===== config.mk =====
export PLATFORM = sky130hd
export DESIGN_NAME = ma_lsu_stage
export DESIGN_NICKNAME = d
export VERILOG_FILES = /design/src/rtl/rv32i_pkg.sv /design/src/rtl/lsu_align.sv /design/src/rtl/ma_lsu_stage.sv
export SDC_FILE = /design/constraint.sdc
export NUM_CORES = 1
export LEC_CHECK = 0
export BUFFER_PORTS_ARGS = -buffer_cell sky130_fd_sc_hd__clkbuf_2
export CAP_MARGIN = 20
export CORE_UTILIZATION = 49
export CTS_CLUSTER_SIZE = 28
export DETAILED_ROUTE_END_ITERATION = 10
export PLACE_DENSITY = 0.81
export SLEW_MARGIN = 0
export SYNTH_ARGS = -nofsm -noshare
export SYNTH_HDL_FRONTEND = slang
export SYNTH_SLANG_ARGS = --single-unit

===== constraint.sdc =====
create_clock -name clk -period 2.9 [get_ports clk]
set_input_delay 0.29 -clock clk [delete_from_list [all_inputs] [get_ports clk]]
set_output_delay 0.29 -clock clk [all_outputs]
set_load 0.02 [all_outputs]

===== src/rtl/rv32i_pkg.sv =====
// Shared RV32I definitions for the memory-access stage: funct3 and write-back
// select encodings, the LSU state enum and an access-size decoder.
package rv32i_pkg;

    localparam logic [2:0] FUNCT3_LB  = 3'b000;
    localparam logic [2:0] FUNCT3_LH  = 3'b001;
    localparam logic [2:0] FUNCT3_LW  = 3'b010;
    localparam logic [2:0] FUNCT3_LBU = 3'b100;
    localparam logic [2:0] FUNCT3_LHU = 3'b101;

    localparam logic [1:0] WBSEL_MEM = 2'b00;
    localparam logic [1:0] WBSEL_ALU = 2'b01;
    localparam logic [1:0] WBSEL_PC  = 2'b10;

    typedef enum logic [1:0] {
        LSU_IDLE = 2'd0,
        LSU_REQ  = 2'd1,
        LSU_RESP = 2'd2,
        LSU_DONE = 2'd3
    } lsu_state_e;

    typedef enum logic [1:0] {
        SIZE_B = 2'd0,
        SIZE_H = 2'd1,
        SIZE_W = 2'd2
    } acc_size_e;

    // Any funct3 that is not a byte or half access behaves as a word access.
    function automatic acc_size_e access_size(input logic [2:0] f3);
        acc_size_e s;
        case (f3)
            FUNCT3_LB, FUNCT3_LBU: s = SIZE_B;
            FUNCT3_LH, FUNCT3_LHU: s = SIZE_H;
            default:               s = SIZE_W;
        endcase
        return s;
    endfunction

endpackage


===== src/rtl/lsu_align.sv =====
// Combinational lane logic: store byte enables / replicated write data,
// load extraction with sign/zero extension, and misalignment detection.
module lsu_align
    import rv32i_pkg::*;
(
    input  logic [2:0]  funct3,
    input  logic [1:0]  addr_lo,
    input  logic [31:0] dataw,
    input  logic [31:0] rdata,
    output logic [3:0]  be,
    output logic [31:0] wdata,
    output logic [31:0] rdata_ext,
    output logic        misaligned
);

    acc_size_e   size;
    logic [7:0]  byte_sel;
    logic [15:0] half_sel;

    assign size = access_size(funct3);

    always_comb begin
        misaligned = 1'b0;
        case (size)
            SIZE_H:  misaligned = addr_lo[0];
            SIZE_W:  misaligned = (addr_lo != 2'b00);
            default: misaligned = 1'b0;
        endcase
    end

    always_comb begin
        be = 4'b1111;
        case (size)
            SIZE_B:  be = 4'b0001 << addr_lo;
            SIZE_H:  be = 4'b0011 << addr_lo;
            default: be = 4'b1111;
        endcase
    end

    // Every lane carries the data it would need at any legal offset; be picks the live ones.
    for (genvar gi = 0; gi < 4; gi++) begin : g_wlane
        assign wdata[8*gi +: 8] = (size == SIZE_B) ? dataw[7:0] :
                                  (size == SIZE_H) ? dataw[8*(gi%2) +: 8] :
                                                     dataw[8*gi +: 8];
    end

    assign byte_sel = rdata[{addr_lo, 3'b000} +: 8];
    assign half_sel = addr_lo[1] ? rdata[31:16] : rdata[15:0];

    always_comb begin
        rdata_ext = rdata;
        case (funct3)
            FUNCT3_LB:  rdata_ext = {{24{byte_sel[7]}}, byte_sel};
            FUNCT3_LBU: rdata_ext = {24'd0, byte_sel};
            FUNCT3_LH:  rdata_ext = {{16{half_sel[15]}}, half_sel};
            FUNCT3_LHU: rdata_ext = {16'd0, half_sel};
            default:    rdata_ext = rdata;
        endcase
    end

endmodule


===== src/rtl/ma_lsu_stage.sv =====
// Memory-access pipeline stage: a req/gnt/rvalid load/store FSM with holding
// registers that stalls upstream and emits bubbles while a transaction is open.
module ma_lsu_stage
    import rv32i_pkg::*;
#(
    parameter int XLEN = 32
) (
    input  logic            clk,
    input  logic            reset,
    input  logic            valid_in,
    input  logic            MemEn_in,
    input  logic            MemRW_in,
    input  logic [2:0]      funct3_in,
    input  logic            RegWEn_in,
    input  logic [1:0]      WBSel_in,
    input  logic [4:0]      AddrD_in,
    input  logic [XLEN-1:0] ALU_Result_in,
    input  logic [XLEN-1:0] DataW_in,
    input  logic [XLEN-1:0] pcPlus4_in,
    output logic            mem_req,
    output logic            mem_we,
    output logic [XLEN-1:0] mem_addr,
    output logic [3:0]      mem_be,
    output logic [XLEN-1:0] mem_wdata,
    input  logic            mem_gnt,
    input  logic            mem_rvalid,
    input  logic [XLEN-1:0] mem_rdata,
    output logic            stall,
    output logic            misalign_err,
    output logic            RegWEn_out,
    output logic [1:0]      WBSel_out,
    output logic [4:0]      AddrD_out,
    output logic [XLEN-1:0] DataR_out,
    output logic [XLEN-1:0] ALU_Result_out,
    output logic [XLEN-1:0] pcPlus4_out
);

    lsu_state_e      state_reg, state_next;
    logic            we_reg;
    logic [2:0]      funct3_reg;
    logic            regwen_reg;
    logic [1:0]      wbsel_reg;
    logic [4:0]      addrd_reg;
    logic [XLEN-1:0] alu_reg;
    logic [XLEN-1:0] dataw_reg;
    logic [XLEN-1:0] pc4_reg;
    logic [XLEN-1:0] rdata_reg;

    logic            mem_access;
    logic            accept;
    logic [2:0]      al_funct3;
    logic [1:0]      al_addr_lo;
    logic [3:0]      al_be;
    logic [XLEN-1:0] al_wdata;
    logic [XLEN-1:0] al_rdata_ext;
    logic            al_misaligned;

    assign mem_access = valid_in & MemEn_in;

    // In IDLE the aligner judges the incoming instruction; afterwards it serves the held one.
    assign al_funct3  = (state_reg == LSU_IDLE) ? funct3_in : funct3_reg;
    assign al_addr_lo = (state_reg == LSU_IDLE) ? ALU_Result_in[1:0] : alu_reg[1:0];
    assign accept     = (state_reg == LSU_IDLE) & mem_access & ~al_misaligned;

    lsu_align u_align (
        .funct3     (al_funct3),
        .addr_lo    (al_addr_lo),
        .dataw      (dataw_reg),
        .rdata      (mem_rdata),
        .be         (al_be),
        .wdata      (al_wdata),
        .rdata_ext  (al_rdata_ext),
        .misaligned (al_misaligned)
    );

    always_ff @(posedge clk) begin
        if (reset) state_reg <= LSU_IDLE;
        else       state_reg <= state_next;
    end

    always_comb begin
        state_next = state_reg;
        case (state_reg)
            LSU_IDLE: if (accept)     state_next = LSU_REQ;
            LSU_REQ:  if (mem_gnt)    state_next = we_reg ? LSU_DONE : LSU_RESP;
            LSU_RESP: if (mem_rvalid) state_next = LSU_DONE;
            LSU_DONE:                 state_next = LSU_IDLE;
            default:                  state_next = LSU_IDLE;
        endcase
    end

    always_ff @(posedge clk) begin
        if (reset) begin
            we_reg     <= 1'b0;
            funct3_reg <= 3'd0;
            regwen_reg <= 1'b0;
            wbsel_reg  <= 2'd0;
            addrd_reg  <= 5'd0;
            alu_reg    <= '0;
            dataw_reg  <= '0;
            pc4_reg    <= '0;
            rdata_reg  <= '0;
        end else begin
            if (accept) begin
                we_reg     <= MemRW_in;
                funct3_reg <= funct3_in;
                regwen_reg <= RegWEn_in;
                wbsel_reg  <= WBSel_in;
                addrd_reg  <= AddrD_in;
                alu_reg    <= ALU_Result_in;
                dataw_reg  <= DataW_in;
                pc4_reg    <= pcPlus4_in;
            end
            if (state_reg == LSU_RESP && mem_rvalid) rdata_reg <= al_rdata_ext;
        end
    end

    always_comb begin
        mem_req        = 1'b0;
        mem_we         = 1'b0;
        mem_addr       = '0;
        mem_be         = 4'd0;
        mem_wdata      = '0;
        stall          = 1'b0;
        misalign_err   = 1'b0;
        RegWEn_out     = 1'b0;
        WBSel_out      = 2'd0;
        AddrD_out      = 5'd0;
        DataR_out      = '0;
        ALU_Result_out = '0;
        pcPlus4_out    = '0;
        if (!reset) begin
            if (state_reg == LSU_IDLE) begin
                WBSel_out      = WBSel_in;
                AddrD_out      = AddrD_in;
                ALU_Result_out = ALU_Result_in;
                pcPlus4_out    = pcPlus4_in;
                if (mem_access) begin
                    misalign_err = al_misaligned;
                    stall        = ~al_misaligned;
                end else begin
                    RegWEn_out   = RegWEn_in & valid_in;
                end
            end else begin
                WBSel_out      = wbsel_reg;
                AddrD_out      = addrd_reg;
                ALU_Result_out = alu_reg;
                pcPlus4_out    = pc4_reg;
                case (state_reg)
                    LSU_REQ: begin
                        stall     = 1'b1;
                        mem_req   = 1'b1;
                        mem_we    = we_reg;
                        mem_addr  = {alu_reg[XLEN-1:2], 2'b00};
                        mem_be    = al_be;
                        mem_wdata = al_wdata;
                    end
                    LSU_RESP: stall = 1'b1;
                    LSU_DONE: begin
                        RegWEn_out = regwen_reg;
                        DataR_out  = we_reg ? '0 : rdata_reg;
                    end
                    default: stall = 1'b0;
                endcase
            end
        end
    end

endmodule


# Word-level counts from Yosys, hierarchy flattened
# Cells that the tools add are included.
[totals] word_cells=93 regBits=142
[classes] mux=55 bitwise_logic=5 reduce_logical=9 n_eq_ne=11 shifts=3
[ops] operator="2-to-1 mux 32 bit" n=14
[ops] operator="case mux 32 bit (4 select lines)" n=1
[ops] operator="2-to-1 mux 8 bit" n=5
[ops] operator="indexed part select 32 x 6 -> 8 bit" n=1
[ops] operator="2-to-1 mux 1 bit" n=18
[ops] operator="2-to-1 mux 16 bit" n=1
[ops] operator="2-to-1 mux 2 bit" n=6
[ops] operator="2-to-1 mux 4 bit" n=3
[ops] operator="2-to-1 mux 5 bit" n=2
[ops] operator="case mux 2 bit (4 select lines)" n=1
[ops] operator="case mux 4 bit (2 select lines)" n=1
[ops] operator="equality test 2 bit (second input constant)" n=3
[ops] operator="equality test 3 bit (second input constant)" n=2
[ops] operator="inequality test 2 bit (second input constant)" n=3
[ops] operator="OR reduction 2 bit" n=3
[ops] operator="bitwise AND 1 bit" n=4
[ops] operator="equality test 2 x 1 -> 1 bit (second input constant)" n=2
[ops] operator="logical NOT 2 bit" n=2
[ops] operator="case mux 2 bit (2 select lines)" n=1
[ops] operator="left shift 1 x 2 -> 4 bit (first input constant)" n=1
[ops] operator="left shift 2 x 2 -> 4 bit (first input constant)" n=1
[ops] operator="equality test 3 x 1 -> 1 bit (second input constant)" n=1
[ops] operator="logical NOT 3 bit" n=1
[ops] operator="2-to-1 mux 3 bit" n=1
[ops] operator="5 further kinds" n=5

# Logic depth before layout (Yosys ltp)
[depth] ltp_word=11 ltp_mapped=12 ltp_nobuf=7

# By module
# From an unflattened synthesis, not the netlist that was laid out.
[unflattened] hier_cells=1094 hier_area_um2=8129.0
[by_module_without_submodules] mod="ma_lsu_stage" n_inst=1 cells_each=915 area_per_inst_um2=6887.9 seq_area_each_um2=2842.7
[by_module_without_submodules] mod="lsu_align" n_inst=1 cells_each=179 area_per_inst_um2=1241.2 seq_area_each_um2=0.0

# Worst setup path after synthesis
# Ideal clock, no wire load.
[synth_path] path_type="register -> output" from="register state_reg[0]" to="output port mem_wdata[29]" required_time_ns=2.610 t_arrival_ns=2.312 path_slack_ns=0.298 stages_incl_launch_ff=10 path_cell_list="dfxtp_1 inv_1 ha_1 buf_6 buf_4 buf_4 or3_1 clkbuf_1 buf_2 a211oi_1"
[synth_between] elab_chain_len=11
[synth_lines] item="start, declared" line="ma_lsu_stage.sv:38" text="lsu_state_e state_reg, state_next;"
[synth_lines] item="start signal, assigned" line="ma_lsu_stage.sv:78" text="else state_reg <= state_next;"
[synth_lines] item="logical NOT 2 bit" line="ma_lsu_stage.sv:61, ma_lsu_stage.sv:133"
[synth_lines] item="2-to-1 mux 3 bit" line="ma_lsu_stage.sv:61" text="assign al_funct3 = (state_reg == LSU_IDLE) ? funct3_in : funct3_reg;"
[synth_lines] item="equality test 3 x 1 -> 1 bit (tied with other cells)" line="rv32i_pkg.sv:31" text="case (f3)"
[synth_lines] item="OR reduction 2 bit" line="rv32i_pkg.sv:31"
[synth_lines] item="case mux 2 bit (2 select lines)" line="rv32i_pkg.sv:31"
[synth_lines] item="equality test 2 x 1 -> 1 bit"
[synth_lines] item="2-to-1 mux 8 bit" line="lsu_align.sv:43" text="(size == SIZE_H) ? dataw[8*(gi%2) +: 8] :"
[synth_lines] item="2-to-1 mux 8 bit" line="lsu_align.sv:42" text="assign wdata[8*gi +: 8] = (size == SIZE_B) ? dataw[7:0] :"
[synth_lines] item="2-to-1 mux 32 bit" line="ma_lsu_stage.sv:149" text="case (state_reg)"
[synth_lines] item="2-to-1 mux 32 bit *" line="ma_lsu_stage.sv:133" text="if (state_reg == LSU_IDLE) begin"
[synth_lines] item="2-to-1 mux 32 bit *" line="ma_lsu_stage.sv:132" text="if (!reset) begin"
[synth_lines] item="end, declared" line="ma_lsu_stage.sv:24" text="output logic [XLEN-1:0] mem_wdata,"
# Every way passes the cells marked *; elsewhere a longest branch is shown, timed or not.

# Worst setup path in the final report
[layout_path] from="register state_reg[1]" to="output port mem_wdata[30]"
# Same word-level chain as after synthesis.

==> out/qor.yml <==
outcome:
  status: "complete, no violations"
floorplanning:
  io_pins: 322
  initial_core_util_pct: 50.3
  die_area_sq_um: 16900
  fp.dieW_microns: 130
  core_area_sq_um: 15900
  die_y_microns: 130
  num_rows: 46
synth:
  yosysMostFrequentCell: "nor2_1"
  synth_area_leaders: "dfxtp_1 35%, mux2i_1 25%, nor2_1 9.9%"
  ys_ff_latch: 142
  yosysTopAreaCell: "dfxtp_1"
  syn_area_per_cell_sq_um: 8.54
  synth-edff-count: 0
  synthXorXnorAreaFrac_pct: 0
  synth_compound_area_share_pct: 9.83
  synth_warnings: 0
  async_reset_ff_share_pct: 0
  yosysSeqAreaShare_pct: 35.5
  synth_cell_types: 47
  ys.flop_type: "dfxtp_1"
  synth_top_family_by_area: "multiplexers"
  synth_top_area_share_pct: 35.5
  syn-cell-area_sq_um: 8020
  synth-simple-area-share_pct: 21.9
  synthCells: 939
  synth-adder-area-share_pct: 0.624
  synthTopCellsByCount: "212 x nor2_1, 204 x mux2i_1, 142 x dfxtp_1"
  synth.area.mux_share_pct: 26.8
worst_setup_path:
  worstSetupEndpointType: "output port"
  crit_path_frequent_cell: "buf_4"
  cp_data_arrival_time_ns: 2.49
  cpPeakStageDelay_ns: 0.43
  crit_buf_inv: 4
  r2r_start: "state_reg[0]"
  critical_path_class: "reg2out"
  r2r_cells: 8
  start_kind: "flop"
  rrSetupSlack_ns: 0.42
  rr_endpoint: "pc4_reg[24]"
  required_ns: 2.61
  crit_path_cell_trace: "inv_1 > ha_4 > buf_4 > or3_4 > buf_4 > a211oi_1 > clkbuf_2"
  crit_family: "buffers and inverters"
  slowest_stage: "or3_4"
  critical_path_cell_count: 7
  crit_fanout: 23
timing:
  setup_violations: 0
  timing.final.crit_share_pct: 96.0
  clock_skew_ns: 0.00604
  slew_viol_final: 0
  clock.fmax_mhz: 359
  fin_crit_ns: 2.78
  worstMarginPinSlew_ns: 0.727
  rsz0062_at_grt: "true"
  relSlewSlack_pct: 51.5
  finalHoldViolCount: 0
  setup_tns_ns: 0
clock_network:
  tritoncts: "done"
  ctsHoldBuffers: 0
  root_buffer: "clkbuf_16"
  insertion_delay_ns: 0.42
  clockBufferDepth: 2
  clk_pin_slew_ns: 0.06
  cts.sinks: 142
  cts.htree.levels: 4
  numCtsBuffers: 17
power_and_ir_drop:
  worst_ir_drop_vdd_mv: 0.453
  powerDensity_nw_per_um2: 749
  power.leakage_nw: 4.89
cells_and_area:
  layout.nets: 1374
  drive_above_1_share_pct: 33.5
  fin_util_pct: 65.2
  syn2layout_area_growth_pct: 29.7
hold_path:
  min_from: "DataW_in[5]"
  holdPathStages: 3
  hold_end: "dataw_reg[5]"
  hold_path_class: "in2reg"
drt:
  routed-via-count: 7785
  postRouteAntennaNets: 0
  drt_iter0_drc: 345
  wl_microns: 23900
  wl_per_cell_microns: 16.5
  drtPass1Iterations: 5
  vias_per_cell: 5.35
  drc: 0
placed_design:
  dpl.hpwl_microns: 17300
  place_congestion: 0.860
  io_buffer_count: 319
job:
  max-cap-violations: 0
global_route:
  grt_max_degree: 160
  grt_pass1_vias: 7129
  grt_first_pass_wirelength_microns: 35900
  grtUsageTotal_pct: 27.5
  overflow: 0
  antenna_found_initial: 1
[report_power, final]
part	internal [mW]	switching, mW
registers	2.18	0.166
logic	1.36	1.96
clock network	1.21	0.897
total	4.76	3.03
[per-stage QoR]
stage | cells | instance area, sq um | setup WS, ns | total power [mW] | hold slack [ns]
5_1_grt | 1454 | 10400 | -0.000673 | 8.18 | 0.109
6_report | 1454 | 10400 | 0.115 | 7.78 | 0.111
3_5_place_dp | 1419 | 9770 | 0.268 | 5.63 | 0.434
3_3_place_gp | 1419 | 9770 | 0.374 | 5.57 | 0.425
4_1_cts | 1452 | 10400 | -0.0107 | 7.77 | 0.0933
2_1_floorplan | 940 | 8020 | 0.298 | 4.80 | 0.411
[timing repair]
item                       in CTS  in global routing
pin swaps                       1                  1
resized for setup               2                  9
buffers inserted                1                  1
setup endpoints to repair      31                 41
[how the worst max path moves through the flow]
| stage | endpoint | start |
|---|---|---|
| after floorplan | mem_wdata[29] | state_reg[0] |
| after global placement | pcPlus4_out[20] | state_reg[0] |
| after detailed placement | pcPlus4_out[17] | state_reg[0] |
| after CTS | mem_wdata[24] | state_reg[1] |
| after global routing | mem_wdata[30] | state_reg[1] |
| final | mem_wdata[30] | state_reg[1] |
[cells by family (layout without fill, tap and decap cells)]
family          after synthesis  count (layout)
compound gates              109             109
fa+ha+maj                     4               4
buf+inv                      88             385
flops                       142             142
mux                         211             211
other cells                   1               3
simple gates                384             384
[layout make-up]
cell class / instances / area [sq um]
antenna: 1 / 2.50
clock buffer: 18 / 439
clock inverter: 14 / 133
fill: 1354 / 5550
inverter: 11 / 41.3
multi-input combinational: 710 / 4820
sequential: 142 / 2840
tap: 216 / 270
timing repair buffer: 342 / 1850
[placed cells by master, fill, tap and decap left out, types with 6 or more instances in the layout]
cell       count
a211oi_1      19
a211oi_2      15
a21oi_1       20
and2_1        74
buf_4         17
clkbuf_16     17
clkbuf_2     315
dfxtp_1      142
inv_1         11
mux2i_1      202
nand2_1       47
nand3_1       17
nor2_1       212
o21ai_0       25
o22ai_1        6
[worst min-delay path, cell delays in order]
cell and delay (ns):
clkbuf_2 0.07, mux2i_1 0.05, nor2_1 0.07
[per-layer routing]
layer / global-route usage, % / vias up / wire length (microns)
met3: 7.13 / 57 / 1500
li1: - / 3775 / -
met2: 48.0 / 294 / 11900
met1: 31.3 / 3659 / 9730
met5: 0 / - / 0
met4: 13.0 / 0 / 809
Power figures use the tool's default switching activity.
